File: config.mk
export PLATFORM = sky130hd
export DESIGN_NAME = lrf_axis_out_stage
export DESIGN_NICKNAME = d
export VERILOG_FILES = /design/src/rtl/lrf_pkg.sv /design/src/rtl/lrf_sync_fifo.sv /design/src/rtl/lrf_axis_out_stage.sv
export SDC_FILE = /design/constraint.sdc
export NUM_CORES = 1
export LEC_CHECK = 0
export CORE_ASPECT_RATIO = 1.75
export CORE_UTILIZATION = 55
export CTS_CLUSTER_SIZE = 20
export DETAILED_ROUTE_END_ITERATION = 12
export GPL_ROUTABILITY_DRIVEN = 0
export PLACE_DENSITY = 0.75
export SYNTH_ARGS = -nofsm -noshare
export SYNTH_HDL_FRONTEND = slang
export SYNTH_SLANG_ARGS = --single-unit
File: constraint.sdc
create_clock -name s_axis_aclk -period 39.2 [get_ports s_axis_aclk]
set_clock_uncertainty 0.2 [all_clocks]
set_input_delay 11.76 -clock s_axis_aclk [delete_from_list [all_inputs] [get_ports s_axis_aclk]]
set_output_delay 11.76 -clock s_axis_aclk [all_outputs]
set_load 0.02 [all_outputs]
File: src/rtl/lrf_pkg.sv
// Shared definitions for the LRF fusion datapath and its AXI4-Stream egress stage.
package lrf_pkg;

    localparam int PIXEL_W             = 8;
    localparam int DEF_IMAGE_DIM       = 512;
    localparam int DEF_PIXELS_PER_BEAT = 16;
    localparam int BEATS_PER_IMAGE     = (DEF_IMAGE_DIM * DEF_IMAGE_DIM) / DEF_PIXELS_PER_BEAT;
    // Beat-counter width at the default image geometry.
    localparam int N_BEATS_PER_IMAGE   = $clog2(BEATS_PER_IMAGE);

    typedef struct packed {
        logic valid;
        logic last;
    } lrf_tag_t;

    function automatic int beats_per_image(input int dim, input int ppb);
        return (dim * dim) / ppb;
    endfunction

endpackage

File: src/rtl/lrf_sync_fifo.sv
// Single-clock FIFO with registered occupancy count; read and write may occur together
// in the same cycle, including when full or empty.
module lrf_sync_fifo #(
    parameter int WIDTH = 8,
    parameter int DEPTH = 8
) (
    input  logic                       clk,
    input  logic                       rst_n,
    input  logic                       wr_en,
    input  logic [WIDTH-1:0]           wr_data,
    input  logic                       rd_en,
    output logic [WIDTH-1:0]           rd_data,
    output logic                       full,
    output logic                       empty,
    output logic [$clog2(DEPTH+1)-1:0] count
);

    localparam int CNT_W = $clog2(DEPTH + 1);
    localparam int PTR_W = (DEPTH > 1) ? $clog2(DEPTH) : 1;

    logic [WIDTH-1:0] mem [DEPTH];
    logic [PTR_W-1:0] wr_ptr;
    logic [PTR_W-1:0] rd_ptr;
    logic             do_wr;
    logic             do_rd;

    function automatic logic [PTR_W-1:0] next_ptr(input logic [PTR_W-1:0] p);
        return (p == PTR_W'(DEPTH - 1)) ? '0 : p + PTR_W'(1);
    endfunction

    assign empty   = (count == '0);
    assign full    = (count == CNT_W'(DEPTH));
    assign do_rd   = rd_en & ~empty;
    // A read in the same cycle frees the slot a write to a full FIFO needs.
    assign do_wr   = wr_en & (~full | do_rd);
    assign rd_data = mem[rd_ptr];

    always_ff @(posedge clk or negedge rst_n) begin
        if (!rst_n) begin
            wr_ptr <= '0;
            rd_ptr <= '0;
            count  <= '0;
        end else begin
            if (do_wr) wr_ptr <= next_ptr(wr_ptr);
            if (do_rd) rd_ptr <= next_ptr(rd_ptr);
            case ({do_wr, do_rd})
                2'b10:   count <= count + CNT_W'(1);
                2'b01:   count <= count - CNT_W'(1);
                default: ;
            endcase
        end
    end

    always_ff @(posedge clk) begin
        if (do_wr) mem[wr_ptr] <= wr_data;
    end

    a_no_overflow : assert property (@(posedge clk) disable iff (!rst_n)
        !(wr_en && full && !rd_en));

endmodule

File: src/rtl/lrf_axis_out_stage.sv
// AXI4-Stream egress stage: owns the datapath advance enable, tags beats through the
// fixed-latency pipe, and buffers results in a credit-managed output FIFO.
module lrf_axis_out_stage
    import lrf_pkg::*;
#(
    parameter int PIXELS_PER_BEAT = 16,
    parameter int IMAGE_DIM       = 512,
    parameter int PIPELINE_DELAY  = 3,
    parameter int FIFO_DEPTH      = 8,
    parameter int DATA_WIDTH      = PIXEL_W * PIXELS_PER_BEAT
) (
    input  logic                  s_axis_aclk,
    input  logic                  s_axis_aresetn,
    input  logic                  s_axis_tvalid,
    input  logic                  s_axis_tlast,
    output logic                  s_axis_tready,
    output logic                  pipe_en,
    input  logic [DATA_WIDTH-1:0] pipe_data,
    output logic [DATA_WIDTH-1:0] m_axis_tdata,
    output logic                  m_axis_tvalid,
    input  logic                  m_axis_tready,
    output logic                  m_axis_tlast,
    output logic                  frame_err
);

    localparam int BPI    = beats_per_image(IMAGE_DIM, PIXELS_PER_BEAT);
    localparam int BC_W   = (BPI > 1) ? $clog2(BPI) : 1;
    localparam int IF_W   = $clog2(PIPELINE_DELAY + 1);
    localparam int CNT_W  = $clog2(FIFO_DEPTH + 1);
    localparam int USED_W = $clog2(FIFO_DEPTH + PIPELINE_DELAY + 1);

    if (PIPELINE_DELAY < 1) begin : g_bad_delay
        $error("lrf_axis_out_stage: PIPELINE_DELAY must be at least 1");
    end
    if (FIFO_DEPTH < PIPELINE_DELAY + 2) begin : g_bad_depth
        $error("lrf_axis_out_stage: FIFO_DEPTH must be at least PIPELINE_DELAY+2");
    end

    lrf_tag_t            tag [PIPELINE_DELAY];
    logic [BC_W-1:0]     beat_cnt;
    logic                gen_last;
    logic                accept;
    logic                drain;
    logic                rdy_q;
    logic [IF_W-1:0]     inflight;
    logic [CNT_W-1:0]    fifo_count;
    logic [USED_W-1:0]   used;
    logic                fifo_wr;
    logic                fifo_rd;
    logic                fifo_full;
    logic                fifo_empty;
    logic [DATA_WIDTH:0] fifo_head;

    always_comb begin
        inflight = '0;
        for (int k = 0; k < PIPELINE_DELAY; k++) begin
            inflight = inflight + IF_W'(tag[k].valid);
        end
    end

    // Credit is computed from registered state only, so downstream ready never
    // reaches s_axis_tready combinationally.
    assign used          = USED_W'(fifo_count) + USED_W'(inflight);
    assign s_axis_tready = rdy_q & (used < USED_W'(FIFO_DEPTH));
    assign accept        = s_axis_tvalid & s_axis_tready;
    assign drain         = ~accept & (inflight != '0);
    assign pipe_en       = accept | drain;
    assign gen_last      = (beat_cnt == BC_W'(BPI - 1));

    always_ff @(posedge s_axis_aclk or negedge s_axis_aresetn) begin
        if (!s_axis_aresetn) begin
            rdy_q     <= 1'b0;
            beat_cnt  <= '0;
            frame_err <= 1'b0;
        end else begin
            rdy_q <= 1'b1;
            if (accept) begin
                beat_cnt <= gen_last ? '0 : beat_cnt + BC_W'(1);
                if (s_axis_tlast != gen_last) frame_err <= 1'b1;
            end
        end
    end

    always_ff @(posedge s_axis_aclk or negedge s_axis_aresetn) begin
        if (!s_axis_aresetn) begin
            for (int k = 0; k < PIPELINE_DELAY; k++) tag[k] <= '0;
        end else if (pipe_en) begin
            tag[0] <= '{valid: accept, last: gen_last};
            for (int k = 1; k < PIPELINE_DELAY; k++) tag[k] <= tag[k-1];
        end
    end

    assign fifo_wr = pipe_en & tag[PIPELINE_DELAY-1].valid;
    assign fifo_rd = m_axis_tvalid & m_axis_tready;

    lrf_sync_fifo #(
        .WIDTH (DATA_WIDTH + 1),
        .DEPTH (FIFO_DEPTH)
    ) u_fifo (
        .clk     (s_axis_aclk),
        .rst_n   (s_axis_aresetn),
        .wr_en   (fifo_wr),
        .wr_data ({pipe_data, tag[PIPELINE_DELAY-1].last}),
        .rd_en   (fifo_rd),
        .rd_data (fifo_head),
        .full    (fifo_full),
        .empty   (fifo_empty),
        .count   (fifo_count)
    );

    assign m_axis_tvalid = ~fifo_empty;
    // Head is masked while empty so the output bus reads zero after reset.
    assign m_axis_tdata  = m_axis_tvalid ? fifo_head[DATA_WIDTH:1] : '0;
    assign m_axis_tlast  = m_axis_tvalid & fifo_head[0];

    a_credit_holds : assert property (@(posedge s_axis_aclk) disable iff (!s_axis_aresetn)
        !(fifo_full && s_axis_tready));

endmodule

# ---- Word-level counts from Yosys, hierarchy flattened
# Memories as Yosys holds them, arrays and structs flattened.
# Index checks and enable logic that the tools add are counted.
dict set report classes {
  add_sub_neg 8
  n_lt_le_gt_ge 1
  n_eq_ne 7
  n_mux 7
  n_bitwise 13
  reduce_logical 4
}
# operator n
set ops {}
lappend ops {{$mux W128} 1}
lappend ops {{$add A14 B1 Y14 const B} 1}
lappend ops {{$eq A14 B14 Y1 const B} 1}
lappend ops {{$mux W14} 1}
lappend ops {{$and A1 B1 Y1} 8}
lappend ops {{$pmux W4 S2} 1}
lappend ops {{$add A3 B1 Y3 const B} 2}
lappend ops {{$eq A3 B3 Y1 const B} 2}
lappend ops {{$mux W3} 2}
lappend ops {{$add A4 B1 Y4 const B} 1}
lappend ops {{$add A4 B2 Y4} 1}
lappend ops {{$eq A4 B4 Y1 const B} 1}
lappend ops {{$logic_not A4 Y1} 1}
lappend ops {{$lt A4 B4 Y1 const B} 1}
lappend ops {{$reduce_bool A2 Y1} 2}
lappend ops {{$sub A4 B1 Y4 const B} 1}
lappend ops {{$not A1 Y1} 3}
lappend ops {{$add A1 B1 Y2} 1}
lappend ops {{$add A2 B1 Y2} 1}
lappend ops {{$eq A2 B1 Y1 const B} 1}
lappend ops {{$eq A2 B2 Y1 const B} 1}
lappend ops {{$mux W1} 2}
lappend ops {{$or A1 B1 Y1} 2}
lappend ops {{$reduce_and A2 Y1} 1}
lappend ops {{$ne A1 B1 Y1} 1}
dict set report totals {
  reg_bits 32
  mem_bits_rw 1032
  inputBits 133
  output_inout_bits 133
  elab_cells 53
  n_memories 1
}
# name words width read_ports rd_ports_with_merged_regs write_ports line_no
set memory_table {}
lappend memory_table {u_fifo.mem 8 129 1 0 1 lrf_sync_fifo.sv:21} ;# logic [WIDTH-1:0] mem [DEPTH];

# ---- Logic depth before layout (Yosys ltp)
dict set report depth {
  ltp_word 13
  mapped_depth 15
  depth_no_buf 13
}

# ---- Cells and area by module
# From an unflattened synthesis, not the netlist that was laid out.
dict set report unflattened {
  hier_cells 1817
  area_unflattened_um2 41711.3
}
# mod n_inst cells_per_inst area_each_um2 seq_area_each_um2
set modules_own_cells {}
lappend modules_own_cells {lrf_sync_fifo 1 1561 39628.0 31240.0}
lappend modules_own_cells {lrf_axis_out_stage 1 256 2083.2 550.5}

# ---- Worst setup path after synthesis
# Ideal clock, no wire load.
dict set report synth_path {
  path_kind {input port to flip-flop}
  from {input s_axis_tvalid}
  to {memory u_fifo.mem[4][0] (netlist name), enable pin}
  setup_ns 0.979
  arrival_ns 25.439
  t_required_ns 38.021
  path_slack_ns 12.582
  path_stages 4
  path_buffers 1
  cell_sequence {o211a_4 > o311ai_4 > buf_6 > nor4b_1}
}
dict set report synth_between {
  elab_chain_len 8
}
# item line_no
set synth_lines {}
lappend synth_lines {{start: declaration} lrf_axis_out_stage.sv:14} ;# input logic s_axis_tvalid,
lappend synth_lines {{$and A1 B1 Y1 (*)} lrf_axis_out_stage.sv:65} ;# assign accept = s_axis_tvalid & s_axis_tready;
lappend synth_lines {{$not A1 Y1} lrf_axis_out_stage.sv:66} ;# assign drain = ~accept & (inflight != '0);
lappend synth_lines {{$and A1 B1 Y1} lrf_axis_out_stage.sv:66}
lappend synth_lines {{$or A1 B1 Y1 (*)} lrf_axis_out_stage.sv:67} ;# assign pipe_en = accept | drain;
lappend synth_lines {{$and A1 B1 Y1 (*)} lrf_axis_out_stage.sv:93} ;# assign fifo_wr = pipe_en & tag[PIPELINE_DELAY-1].valid;
lappend synth_lines {{$and A1 B1 Y1 (*)} lrf_sync_fifo.sv:35} ;# assign do_wr = wr_en & (~full | do_rd);
lappend synth_lines {{$mux W1 (*)} lrf_sync_fifo.sv:55} ;# if (do_wr) mem[wr_ptr] <= wr_data;
lappend synth_lines {{$mux W1 (not written as such) (*)} lrf_sync_fifo.sv:55}
lappend synth_lines {{end: declaration} lrf_sync_fifo.sv:21}
# Mark *: on every way between the ends. The rest lies on a longest branch, timed or not.

# ---- Worst setup path after layout
dict set report layout_path {
  from {input s_axis_tvalid}
  to {output pipe_en}
}
dict set report layout_between {
  elab_chain_len 4
}
# item line_no
set layout_lines {}
lappend layout_lines {{$and A1 B1 Y1 (*)} lrf_axis_out_stage.sv:65}
lappend layout_lines {{$not A1 Y1} lrf_axis_out_stage.sv:66}
lappend layout_lines {{$and A1 B1 Y1} lrf_axis_out_stage.sv:66}
lappend layout_lines {{$or A1 B1 Y1 (*)} lrf_axis_out_stage.sv:67}
lappend layout_lines {{end: declaration} lrf_axis_out_stage.sv:17} ;# output logic pipe_en,
# Marked as above.

==> metrics.md <==
| Metric | Value |
|---|---|
| Outcome | `complete, no violations` |
| Mapped Avg Cell Area | `about 23 sq um` |
| Synth Net Count | `about 2,000` |
| Synth area leaders | `edfxtp_1 (76%), mux4_2 (14%), mux2i_1 (3.2%)` |
| Die area | `about 75,000 sq um` |
| Ys async rst share | `0.0301` |
| Inserted Clock Buffers | `between 90 and 100` |
| Io pins | `approximately 270` |
| Initial antenna violation count | `6` |
| Hold-fix buffer count after cts | `0` |
| VDD IR max | `between 0.05 and 0.06 mV` |
| Final setup viols | `0` |
| Final ANT Viol Nets | `0` |
| Register bit total from synthesis | `approximately 1,100` |
| Post-Syn Instances | `about 1,800` |
| Post_cts resized | `0` |
| Net count, final | `about 2,200` |
| Most frequent cells after synthesis | `edfxtp_1 (1,032), mux4_2 (258), nor2_1 (142), mux2i_1 (130), clkbuf_1 (41)` |
| Period utilisation layout | `0.644` |
| Hold Vio Cnt, Final | `0` |
| Vias in the first global route | `roughly 20,000` |
| RSZ-0062 raised after global routing | `false` |
| CP peak stage delay | `0.54 ns` |
| Post-synth cell types | `45` |
| Post-Route WL | `~83 mm` |
| Count leader, synth | `edfxtp_1` |
| Die X | `roughly 210 microns` |
| Max-cap viol count | `0` |
| GR Overflow Total | `0` |
| Fin util | `0.650` |
| Least-Margin Pin Slew | `1.13 ns` |
| Worst-skew pair later-pin latency | `around 0.64 ns` |
| First-pass GRT wire length | `125 mm` |
| Row count | `131` |
| H-tree depth | `3` |
| CP required | `27.24 ns` |
| Share of cells above drive strength 1 | `0.210` |
| Vias per cell | `roughly 6.1` |
| Seq/Total Area, Yosys | `0.781` |
| Die height | `362 microns` |
| Critical path fanouts, max | `8` |
| CTS tree | `built` |
| CP Launch Type | `input port` |
| Core Region | `between 70,000 and 80,000 sq um` |
| Clock root buffer master | `clkbuf_16` |
| Largest net degree at the start of global routing | `135` |
| Gr usage total | `0.226` |
| Leak pwr | `~15 nW` |
| Tmin final | `about 25 ns` |
| CP cell instances | `clkdlybuf4s50_1, o211a_4, nor3_4, inv_1, clkdlybuf4s50_1` |
| Buffer and inverter count on the worst path | `3` |
| Post-DR wirelength/cell | `26.6 microns` |
| Max-slew violation count | `0` |
| Power per cell area | `between 70 and 80 nW/um^2` |
| Area leader, netlist | `edfxtp_1` |
| Slew HR | `0.244` |
| Largest delay contributor family on the critical path | `buffers and inverters` |
| Syn Std Cell Area | `between 40,000 and 50,000 sq um` |
| CP endpoint kind | `primary output` |
| Overall via count from detail_route | `around 19,000` |
| Worst Setup Path Type | `input port to primary output` |
| CTS sink cnt | `about 1,100` |
| Max stage delay cell, worst path | `clkdlybuf4s50_1` |
| IO Port Bufs | `~270` |
| Initial drt markers | `1,561` |
| Clock-pin slew on the worst setup and hold paths | `roughly 0.060 ns` |
| Post-CTS setup buffer count | `0` |
| Drt pass-1 iters | `5` |
| Ys flop type | `edfxtp_1` |
| Layout area overhead | `16.7%` |
| Clock Path Buffers | `3` |
| FMAX | `between 0.03 and 0.04 GHz` |
| CP most frequent cell | `clkdlybuf4s50_1` |
| Number of synthesized flops with an enable pin | `~1,000` |
| Residual DRC | `0` |
| Post-synth top area share | `0.762` |
| Final HPWL DP | `~44 mm` |
| Hold crit path type | `flop to flop` |
| Setup TNS | `0 ns` |
| Starting Density | `0.557` |
| Yosys warning total | `0` |
| WP data arrival | `~13 ns` |
[final timing paths]
path	start	to	slack, ns	cells past startpoint
max	s_axis_tvalid	pipe_en	13.94	5
min	frame_err$_DFFE_PN0P_	frame_err$_DFFE_PN0P_	0.27	1
max reg2reg	tag[1]$_DFFE_PN0N_	u_fifo.mem[0][84]$_DFFE_PP_	34.20	9
min reg2reg	frame_err$_DFFE_PN0P_	frame_err$_DFFE_PN0P_	0.27	1
max in group asynchronous	s_axis_aresetn	u_fifo.rd_ptr[1]$_DFFE_PN0P_	27.13	2
min in group asynchronous	s_axis_aresetn	rdy_q$_DFF_PN0_	11.33	2
[layout by cell type (no fill, tap or decap), types with 11 or more instances in the layout]
| master | instances |
|---|---|
| buf_4 | 33 |
| bufinv_16 | 11 |
| clkbuf_1 | 13 |
| clkbuf_16 | 93 |
| clkdlybuf4s50_1 | 265 |
| clkinv_1 | 19 |
| clkinv_2 | 18 |
| dfrtp_1 | 29 |
| edfxtp_1 | 1032 |
| mux2i_1 | 130 |
| mux4_2 | 258 |
| nand2_1 | 16 |
| nor2_1 | 141 |
[logic make-up (layout without fill, tap and decap cells)]
group / after synthesis / in the layout / synth area share
fa+ha+maj: 10 / 10 / 0.00326
buf+inv: 98 / 473 / 0.0101
simple gates: 189 / 189 / 0.0199
xor+xnor: 13 / 13 / 0.00280
other cells: 1 / 3 / 0.0000922
compound gates: 26 / 26 / 0.00514
flops: 1064 / 1064 / 0.781
mux: 398 / 398 / 0.178
[routing by layer]
layer	routed length, microns	track usage	up-vias	share of wire
met5	65	0	-	0.00079
li1	-	-	8081	-
met3	4890	0.0447	120	0.059
met2	43000	0.394	574	0.52
met1	33100	0.289	10200	0.40
met4	1680	0.0672	8	0.020
[area by class of cell]
type / count / area [sq um]
diodes: 2 / 5.00
clock buffers: 106 / 2380
clock inverters: 61 / 617
fillers: 4735 / 25600
inverters: 5 / 18.8
multi-input cells: 637 / 8560
flip-flops and latches: 1064 / 31800
well taps: 931 / 1160
repair buffers: 301 / 2960
[flip-flops by register name, indices dropped and copies added (netlist names)]
signal         cells
u_fifo.wr_ptr      3
tag                6
rdy_q              1
beat_cnt          14
u_fifo.mem      1032
u_fifo.rd_ptr      3
frame_err          1
u_fifo.count       4
[through the flow]
step / instance area (sq um) / hold WS (ns) / setup slack (ns) / power, mW / std cells
3_5_place_dp: 44500 / 0.253 / 13.95 / 2.61 / 2938
2_1_floorplan: 40700 / 0.241 / 12.58 / 2.19 / 1799
3_3_place_gp: 44500 / 0.238 / 13.96 / 2.59 / 2938
6_report: 47500 / 0.266 / 13.94 / 3.47 / 3107
5_1_grt: 47500 / 0.294 / 13.88 / 3.61 / 3107
4_1_cts: 47500 / 0.268 / 13.94 / 3.51 / 3105
[power breakdown]
group	total, mW	switching [mW]	internal, mW
Clock	0.901	0.392	0.509
Sequential	1.42	0.0730	1.34
Combinational	1.15	0.596	0.558
Note: power is estimated with default switching activity, not from simulation.
